<file path="config.mk">
export PLATFORM = sky130hd
export DESIGN_NAME = wb_mem_reader_flat
export DESIGN_NICKNAME = d
export VERILOG_FILES = /design/src/rtl/wb_mem_reader_if.sv /design/src/rtl/wb_mem_reader.sv /design/src/flat_wrapper.sv
export SDC_FILE = /design/constraint.sdc
export NUM_CORES = 1
export LEC_CHECK = 0
export ABC_AREA = 1
export CORE_AREA = 2 2 108 110
export DETAILED_ROUTE_END_ITERATION = 12
export DIE_AREA = 0 0 110 112
export PLACE_DENSITY = 0.95
export SLEW_MARGIN = 20
export SYNTH_ARGS = -nofsm -noshare
export SYNTH_HDL_FRONTEND = slang
export SYNTH_SLANG_ARGS = --single-unit
export TNS_END_PERCENT = 20
</file>
<file path="constraint.sdc">
create_clock -name wb_clk_i -period 7.2 [get_ports wb_clk_i]
set_input_delay 0.72 -clock wb_clk_i [delete_from_list [all_inputs] [get_ports wb_clk_i]]
set_output_delay 0.72 -clock wb_clk_i [all_outputs]
set_load 0.03 [all_outputs]
</file>
<file path="src/rtl/wb_mem_reader_if.sv">
// Wishbone classic read bus plus the valid/ready word stream of the memory reader.
// Signal suffixes are written from the reader's (master's) point of view.
interface wb_mem_reader_if #(
  parameter int AW = 32
);
  logic [AW-1:0] wb_adr_o;
  logic [3:0]    wb_sel_o;
  logic          wb_we_o;
  logic          wb_cyc_o;
  logic          wb_stb_o;
  logic [31:0]   wb_dat_i;
  logic          wb_ack_i;
  logic          wb_err_i;
  logic [31:0]   data_o;
  logic          data_valid_o;
  logic          data_ready_i;
  logic          data_last_o;

  modport master (
    output wb_adr_o, wb_sel_o, wb_we_o, wb_cyc_o, wb_stb_o,
    input  wb_dat_i, wb_ack_i, wb_err_i,
    output data_o, data_valid_o, data_last_o,
    input  data_ready_i
  );

  modport slave (
    input  wb_adr_o, wb_sel_o, wb_we_o, wb_cyc_o, wb_stb_o,
    output wb_dat_i, wb_ack_i, wb_err_i,
    input  data_o, data_valid_o, data_last_o,
    output data_ready_i
  );
endinterface

</file>
<file path="src/rtl/wb_mem_reader.sv">
// Wishbone B3 classic read master: reads len_i consecutive 32-bit words starting at
// base_adr_i, one bus transaction at a time, and streams each word out through a
// single-entry buffer on a valid/ready port.
module wb_mem_reader #(
  parameter int AW      = 32,
  parameter int LEN_W   = 16,
  parameter int TIMEOUT = 255
) (
  input  logic             wb_clk_i,
  input  logic             wb_rst_i,
  input  logic             start_i,
  input  logic [AW-1:0]    base_adr_i,
  input  logic [LEN_W-1:0] len_i,
  output logic             busy_o,
  output logic             done_o,
  output logic             err_o,
  wb_mem_reader_if.master  bus
);

  localparam logic [1:0] S_IDLE = 2'd0;
  localparam logic [1:0] S_REQ  = 2'd1;
  localparam logic [1:0] S_OUT  = 2'd2;
  localparam logic [1:0] S_DONE = 2'd3;

  // Timeout counter needs at least one bit even when the timeout is disabled.
  localparam int TW = (TIMEOUT < 2) ? 1 : $clog2(TIMEOUT + 1);
  localparam logic [TW-1:0] TMO_LAST = TW'((TIMEOUT == 0) ? 0 : TIMEOUT - 1);

  logic [1:0]       state_q, state_d;
  logic [AW-1:0]    adr_q, adr_d;
  logic [LEN_W-1:0] rem_q, rem_d;   // words left, including the one in flight
  logic [TW-1:0]    tmo_q, tmo_d;
  logic [31:0]      buf_q, buf_d;
  logic             err_q, err_d;

  // Next-state logic for the read sequencer.
  always_comb begin
    state_d = state_q;
    adr_d   = adr_q;
    rem_d   = rem_q;
    tmo_d   = tmo_q;
    buf_d   = buf_q;
    err_d   = err_q;
    case (state_q)
      S_IDLE: begin
        if (start_i) begin
          adr_d   = base_adr_i & ~AW'(3);
          rem_d   = len_i;
          err_d   = 1'b0;
          tmo_d   = '0;
          state_d = (len_i != '0) ? S_REQ : S_DONE;
        end
      end
      S_REQ: begin
        // err wins over a simultaneous ack; the word is dropped.
        if (bus.wb_err_i) begin
          err_d   = 1'b1;
          state_d = S_DONE;
        end else if (bus.wb_ack_i) begin
          buf_d   = bus.wb_dat_i;
          state_d = S_OUT;
        end else if (TIMEOUT != 0 && tmo_q == TMO_LAST) begin
          err_d   = 1'b1;
          state_d = S_DONE;
        end else begin
          tmo_d = tmo_q + TW'(1);
        end
      end
      S_OUT: begin
        if (bus.data_ready_i) begin
          if (rem_q == LEN_W'(1)) begin
            state_d = S_DONE;
          end else begin
            adr_d   = adr_q + AW'(4);
            rem_d   = rem_q - LEN_W'(1);
            tmo_d   = '0;
            state_d = S_REQ;
          end
        end
      end
      default: state_d = S_IDLE;
    endcase
  end

  // State registers; reset drops the bus cycle and discards the held word at once.
  always_ff @(posedge wb_clk_i or posedge wb_rst_i) begin
    if (wb_rst_i) begin
      state_q <= S_IDLE;
      adr_q   <= '0;
      rem_q   <= '0;
      tmo_q   <= '0;
      buf_q   <= '0;
      err_q   <= 1'b0;
    end else begin
      state_q <= state_d;
      adr_q   <= adr_d;
      rem_q   <= rem_d;
      tmo_q   <= tmo_d;
      buf_q   <= buf_d;
      err_q   <= err_d;
    end
  end

  // Outputs decode straight from registered state so reset clears them asynchronously.
  assign bus.wb_cyc_o     = (state_q == S_REQ);
  assign bus.wb_stb_o     = (state_q == S_REQ);
  assign bus.wb_adr_o     = adr_q;
  assign bus.wb_sel_o     = 4'hf;
  assign bus.wb_we_o      = 1'b0;
  assign bus.data_o       = buf_q;
  assign bus.data_valid_o = (state_q == S_OUT);
  assign bus.data_last_o  = (state_q == S_OUT) && (rem_q == LEN_W'(1));
  assign busy_o           = (state_q == S_REQ) || (state_q == S_OUT);
  assign done_o           = (state_q == S_DONE);
  assign err_o            = err_q;

endmodule

</file>
<file path="src/flat_wrapper.sv">
// flat-port wrapper written by rule: the top's interface ports become plain ports
module wb_mem_reader_flat 
#(
  parameter int AW      = 32,
  parameter int LEN_W   = 16,
  parameter int TIMEOUT = 255
)
  (wb_clk_i, wb_rst_i, start_i, base_adr_i, len_i, busy_o, done_o, err_o, bus_wb_adr_o, bus_wb_sel_o, bus_wb_we_o, bus_wb_cyc_o, bus_wb_stb_o, bus_wb_dat_i, bus_wb_ack_i, bus_wb_err_i, bus_data_o, bus_data_valid_o, bus_data_last_o, bus_data_ready_i);
  wb_mem_reader_if #(.AW(AW)) bus_i ();
  input  logic wb_clk_i;
  input  logic wb_rst_i;
  input  logic start_i;
  input  logic [AW-1:0] base_adr_i;
  input  logic [LEN_W-1:0] len_i;
  output logic busy_o;
  output logic done_o;
  output logic err_o;
  output wire logic [$bits(bus_i.wb_adr_o)-1:0] bus_wb_adr_o;
  output wire logic [$bits(bus_i.wb_sel_o)-1:0] bus_wb_sel_o;
  output wire logic [$bits(bus_i.wb_we_o)-1:0] bus_wb_we_o;
  output wire logic [$bits(bus_i.wb_cyc_o)-1:0] bus_wb_cyc_o;
  output wire logic [$bits(bus_i.wb_stb_o)-1:0] bus_wb_stb_o;
  input wire logic [$bits(bus_i.wb_dat_i)-1:0] bus_wb_dat_i;
  input wire logic [$bits(bus_i.wb_ack_i)-1:0] bus_wb_ack_i;
  input wire logic [$bits(bus_i.wb_err_i)-1:0] bus_wb_err_i;
  output wire logic [$bits(bus_i.data_o)-1:0] bus_data_o;
  output wire logic [$bits(bus_i.data_valid_o)-1:0] bus_data_valid_o;
  output wire logic [$bits(bus_i.data_last_o)-1:0] bus_data_last_o;
  input wire logic [$bits(bus_i.data_ready_i)-1:0] bus_data_ready_i;
  assign bus_wb_adr_o = bus_i.wb_adr_o;
  assign bus_wb_sel_o = bus_i.wb_sel_o;
  assign bus_wb_we_o = bus_i.wb_we_o;
  assign bus_wb_cyc_o = bus_i.wb_cyc_o;
  assign bus_wb_stb_o = bus_i.wb_stb_o;
  assign bus_i.wb_dat_i = bus_wb_dat_i;
  assign bus_i.wb_ack_i = bus_wb_ack_i;
  assign bus_i.wb_err_i = bus_wb_err_i;
  assign bus_data_o = bus_i.data_o;
  assign bus_data_valid_o = bus_i.data_valid_o;
  assign bus_data_last_o = bus_i.data_last_o;
  assign bus_i.data_ready_i = bus_data_ready_i;
  wb_mem_reader #(.AW(AW), .LEN_W(LEN_W), .TIMEOUT(TIMEOUT)) u_core (.wb_clk_i(wb_clk_i), .wb_rst_i(wb_rst_i), .start_i(start_i), .base_adr_i(base_adr_i), .len_i(len_i), .busy_o(busy_o), .done_o(done_o), .err_o(err_o), .bus(bus_i));
endmodule
</file>
=== Word level (Yosys, flattened, before mapping) ===
Cells that the tools add are included.

* $add $sub $neg: 3
* Eq/ne operators: 14
* Muxes and demuxes: 28
* Bitwise gates (word level): 1
* Reduce and logical (&&, ||, !) cells: 12

{| class="wikitable"
|+ Operator list
! kind !! number
|-
| $mux 32 || 3
|-
| $pmux 32 s2 || 1
|-
| $mux 16 || 3
|-
| $mux 8 || 6
|-
| $add 32x3->32 const B || 1
|-
| $pmux 16 s2 || 1
|-
| $pmux 8 s3 || 1
|-
| $eq 16x1->1 const B || 1
|-
| $reduce_bool 16->1 || 1
|-
| $sub 16x1->16 const B || 1
|-
| $mux 2 || 7
|-
| $ne 2x2->1 const B || 5
|-
| $add 8x1->8 const B || 1
|-
| $eq 8x8->1 const B || 1
|-
| $reduce_and 4->1 || 2
|-
| $reduce_and 7->1 || 1
|-
| $pmux 2 s3 || 1
|-
| $reduce_and 3->1 || 2
|-
| $eq 2x2->1 const B || 2
|-
| $mux 1 || 4
|-
| $ne 4x1->1 const B || 1
|-
| $reduce_bool 2->1 || 2
|-
| $ne 3x1->1 const B || 1
|-
| $ne 3x2->1 const B || 1
|-
| other kinds (8) || 8
|}

* Bits in registers: 91
* Input bits: 86
* Output and inout port bits: 76
* Word-level logic and storage cells: 64

=== Logic depth before layout (Yosys ltp) ===
* Depth in word-level cells: 5
* Mapped depth: 12
* Gate-level depth less buffers: 10

=== Worst setup path before layout ===
No wires, ideal clock.

* Path type: reg2out
* Start point: register u_core.state_q[0]
* End point: output bus_data_last_o
* Arrival: 1.525 ns
* Required time: 6.480 ns
* Slack: 4.955 ns
* Stages on the path, launching flop included: 8
* Path buffers: 1
* Cell sequence: dfrtp_1 > inv_1 > ha_1 > buf_2 > nand3_1 > nor2_2 > nand2_2 > inv_1

* Word-level cells in the longest chain between the ends: 2

{| class="wikitable"
|+ Ends and longest elaborated chain
! element !! RTL line !! RTL
|-
| start, declared || wb_mem_reader.sv:29 || <nowiki>logic [1:0] state_q, state_d;</nowiki>
|-
| start signal, assigned || wb_mem_reader.sv:95 || <nowiki>state_q <= state_d;</nowiki>
|-
| $eq 2x2->1 || -- ||
|-
| named net bus_data_valid_o || flat_wrapper.sv:27 || <nowiki>output wire logic [$bits(bus_i.data_valid_o)-1:0] bus_data_valid_o;</nowiki>
|-
| $logic_and 1x1->1 || wb_mem_reader.sv:112 || <nowiki>assign bus.data_last_o = (state_q == S_OUT) && (rem_q == LEN_W'(1));</nowiki>
|-
| end, declared || flat_wrapper.sv:28 || <nowiki>output wire logic [$bits(bus_i.data_last_o)-1:0] bus_data_last_o;</nowiki>
|}

The timed path passes the listed nets, and every way through them passes these cells.

=== Final worst setup path ===
* Start point: register u_core.state_q[0]
* End point: register u_core.rem_q[1]

* Word-level cells in the longest chain between the ends: 3
* Elaborated cells between the ends (all ways): 8
* Classes of those cells: eq/ne: 4; mux: 1; reduce/logical: 3

{| class="wikitable"
|+ Ends and longest elaborated chain
! element !! RTL line !! RTL
|-
| $eq 2x2->1 / $logic_not 2->1 (equally long branches) || wb_mem_reader.sv:44 || <nowiki>case (state_q)</nowiki>
|-
| $ne 2x2->1 (no source line), or another cell as far along || -- ||
|-
| $reduce_and 4->1 (no source line) || -- ||
|-
| end signal, assigned || wb_mem_reader.sv:97 || <nowiki>rem_q <= rem_d;</nowiki>
|-
| end, declared || wb_mem_reader.sv:31 || <nowiki>logic [LEN_W-1:0] rem_q, rem_d;</nowiki>
|}

Parallel ways exist; a longest one is shown, timed or not.
A chain may end at the register's enable or synchronous reset.

==> qor.txt <==
Status: completed
Clock Latency Late Sink: 0.34 ns
Total gr overflow: 0
Int Pwr: 1650 µW
Yosys warns: 0
Mapped Area: 0.005678 mm²
Setup tns final: 0 ns
Dominant cell type by area after synthesis: dfrtp_1
Yosys cell types: 30
CTS resizes: 0
Initial antenna violation count: 0
Vias in the first global route: 5,832
Max-Slew Margin vs Limit: 37.32%
Mux contribution to synthesized area: 0%
Post-Synth Adder-Cell Area: 1.983%
Final HPWL DP: 11,000 µm
CTS tree: done
Most numerous cell in the Yosys netlist: nand2_1
Worst Tran Pin Value: 0.9391 ns
Top-area cell type share of the netlist area: 39.22%
# DRC: 0
Area growth syn-to-layout: 32.08%
Max H-tree Level: 3
Hold buffers post-CTS: 0
Initial Utilization: 50.81%
Crit-path max FO: 64
Post-CTS setup buffers: 0
Tcrit/Tclk final: 48.27%
Synth Area in Compound Gates: 3.724%
N_diodes: 0
Tightest Hold Check Type: flip-flop to flip-flop
Final nets: 1,124
Top-Level Pins: 162
Post-synth top flop: dfrtp_1
Share of post-route cells with drive strength above 1: 3.675%
Final Setup Violations: 0
First-pass GRT wire length: 25,830 µm
Post-route minimum period: 3.475 ns
Synth area leaders: dfrtp_1 39%, nand2_1 27%, nor2_1 8.3%, nand3_1 7.4%, inv_1 4.2%
Clock root cell: clkbuf_16
Sequential Power Share: 29.9%
XOR/XNOR share of the synthesized area: 0.6170%
Max-slew violation count: 0
Vert. Die Dim: 112 µm
Initial DRC count: 423
CORE AREA: 0.01117 mm²
P_sw: 1605 µW
Fillers: 980
Longest Clk Path Bufs: 2
Fraction of registers with async set or reset after synthesis: 100.0%
PortBufs: 152
Max-cap violation count: 0
Post-synth top cells: 414 x nand2_1, 126 x nor2_1, 89 x dfrtp_1
Largest family of logic cells by synthesized area: simple AND/OR/NAND/NOR gates
Number of synthesized flops with an enable pin: 0
Data arrival time of the critical path: 3.67 ns
Die Width: 110 µm
Final ANT Viol Nets: 0
Overall Power: 3255 µW
Clock Sinks: 89
Final WL: 15,280 µm
Unrepaired setup endpoints after global routing: false
Final GP Congestion: 1.005
Clock transition at the registers of the reported paths: 0.06 ns
Switch share: 49.32%
Post-Syn Instances: 891
Detailed-route wire length per cell: 12.98 µm
Vias: 6,073
Syn avg cell area: 6.373 µm²
Sequential cell area fraction in the yosys report: 39.22%
Peak supply drop: 0.2877 mV
Critical path launch point type: flip-flop
Std-Cell Rows: 39
Total CTS buffers: 9
Flop and latch count out of synthesis: 89
Leakage: 0.003638 µW
Max Freq: 287.7 MHz
Simple-gate portion of the synthesized area: 45.92%
PwrDens: 434.0 mW/mm²
Pre-antenna DRT Iters: 6
CP required: 7.40 ns
Largest net degree at the start of global routing: 65
Final Skew: 0.004943 ns
Endpoints failing hold: 0
GRT Total Usage: 26.20%
Clk pwr share: 13.8%
Die area: 0.01232 mm²
Crit path capture type: flip-flop
Part of the power in combinational logic: 56.2%
Crit Path Category: flip-flop to flip-flop
Via density: 5.160
## cells by family (layout without fill, tap and decap cells)
family / after synthesis / in the layout
compound gates: 39 / 39
fa+ha+maj: 9 / 9
flops: 89 / 89
buf+inv: 102 / 240
simple gates: 646 / 646
other cells: 2 / 7
xor+xnor: 4 / 4
## registers in the layout, summed over array words and instances, names as in the netlist
| register | cells |
|---|---|
| u_core.bus.wb_adr_o | 30 |
| u_core.err_o | 1 |
| u_core.bus.data_o | 32 |
| u_core.rem_q | 16 |
| u_core.state_q | 2 |
| u_core.tmo_q | 8 |
## final timing paths
path / startpoint / end / slack [ns] / cells after the start
worst max-delay path: u_core.state_q[0]$_DFFE_PP0P_ / u_core.rem_q[1]$_DFFE_PP0P_ / 3.72 / 11
worst min-delay path: u_core.bus.data_o[24]$_DFFE_PP0P_ / u_core.bus.data_o[24]$_DFFE_PP0P_ / 0.47 / 2
worst max register to register: u_core.state_q[0]$_DFFE_PP0P_ / u_core.rem_q[1]$_DFFE_PP0P_ / 3.72 / 11
worst min register to register: u_core.bus.data_o[24]$_DFFE_PP0P_ / u_core.bus.data_o[24]$_DFFE_PP0P_ / 0.47 / 2
max in group asynchronous: wb_rst_i / u_core.bus.wb_adr_o[20]$_DFFE_PP0P_ / 5.32 / 3
min in group asynchronous: wb_rst_i / u_core.bus.data_o[12]$_DFFE_PP0P_ / 0.73 / 2
## power groups by stage
stage                     clock, µW  sequential, µW  combinational [µW]
after floorplan                   0            1260                 952
after global placement            0             965                1780
after detailed placement          0             972                1830
after CTS                       456             969                1840
after global routing            477            1010                2030
final                           451             974                1830
## routing by layer
layer	routed length, µm	part of all wire [%]	GRT usage [%]
met5	0	0	0
met4	471	3.1	11.90
met3	1313	8.6	6.206
met2	7224	47	43.64
met1	6268	41	31.74
## area by class of cell
type / instances / area, µm² / share of cell area (%)
clock buffer: 12 / 256.5 / 3.420
clock inverter: 4 / 27.53 / 0.3670
inverter: 68 / 256.5 / 3.420
multi-input combinational: 705 / 3002 / 40.02
sequential: 89 / 2227 / 29.70
tap: 143 / 178.9 / 2.386
timing repair buffer: 156 / 1551 / 20.69
## layout by cell type (no fill, tap or decap), drive strengths merged, types with 3 or more instances in the layout
cell	netlist	final
buf	22	4
nor2	132	132
xnor2	3	3
nand2	417	417
clkbuf	12	12
o21ai	30	30
o21bai	5	5
a21oi	4	4
nand3	85	85
clkinvlp	0	3
inv	68	67
conb	2	7
ha	9	9
nor3	3	3
nand4	6	6
dfrtp	89	89
clkdlybuf4s50	0	152
## metrics by stage
step	cell area (µm²)	hold WS (ns)	utilization, %	setup WS [ns]	std cells
2_1_floorplan	5697	0.4828	-	4.173	896
3_3_place_gp	7216	0.4524	64.57	3.845	1161
3_5_place_dp	7216	0.4584	64.57	3.797	1161
4_1_cts	7500	0.4735	67.11	3.742	1177
5_1_grt	7500	0.5025	67.11	3.420	1177
6_report	7500	0.4705	67.11	3.725	1177
## worst max-delay path, cell delays in order (launching register included)
cell,delay [ns]
dfrtp_1,0.41
inv_1,0.09
ha_2,0.16
buf_4,0.53
inv_2,0.46
o21ai_0,0.26
inv_1,0.10
nand3_2,0.08
buf_4,0.49
inv_2,0.41
nand2_1,0.17
o21ai_1,0.08
(Power assumes the default switching activity.)
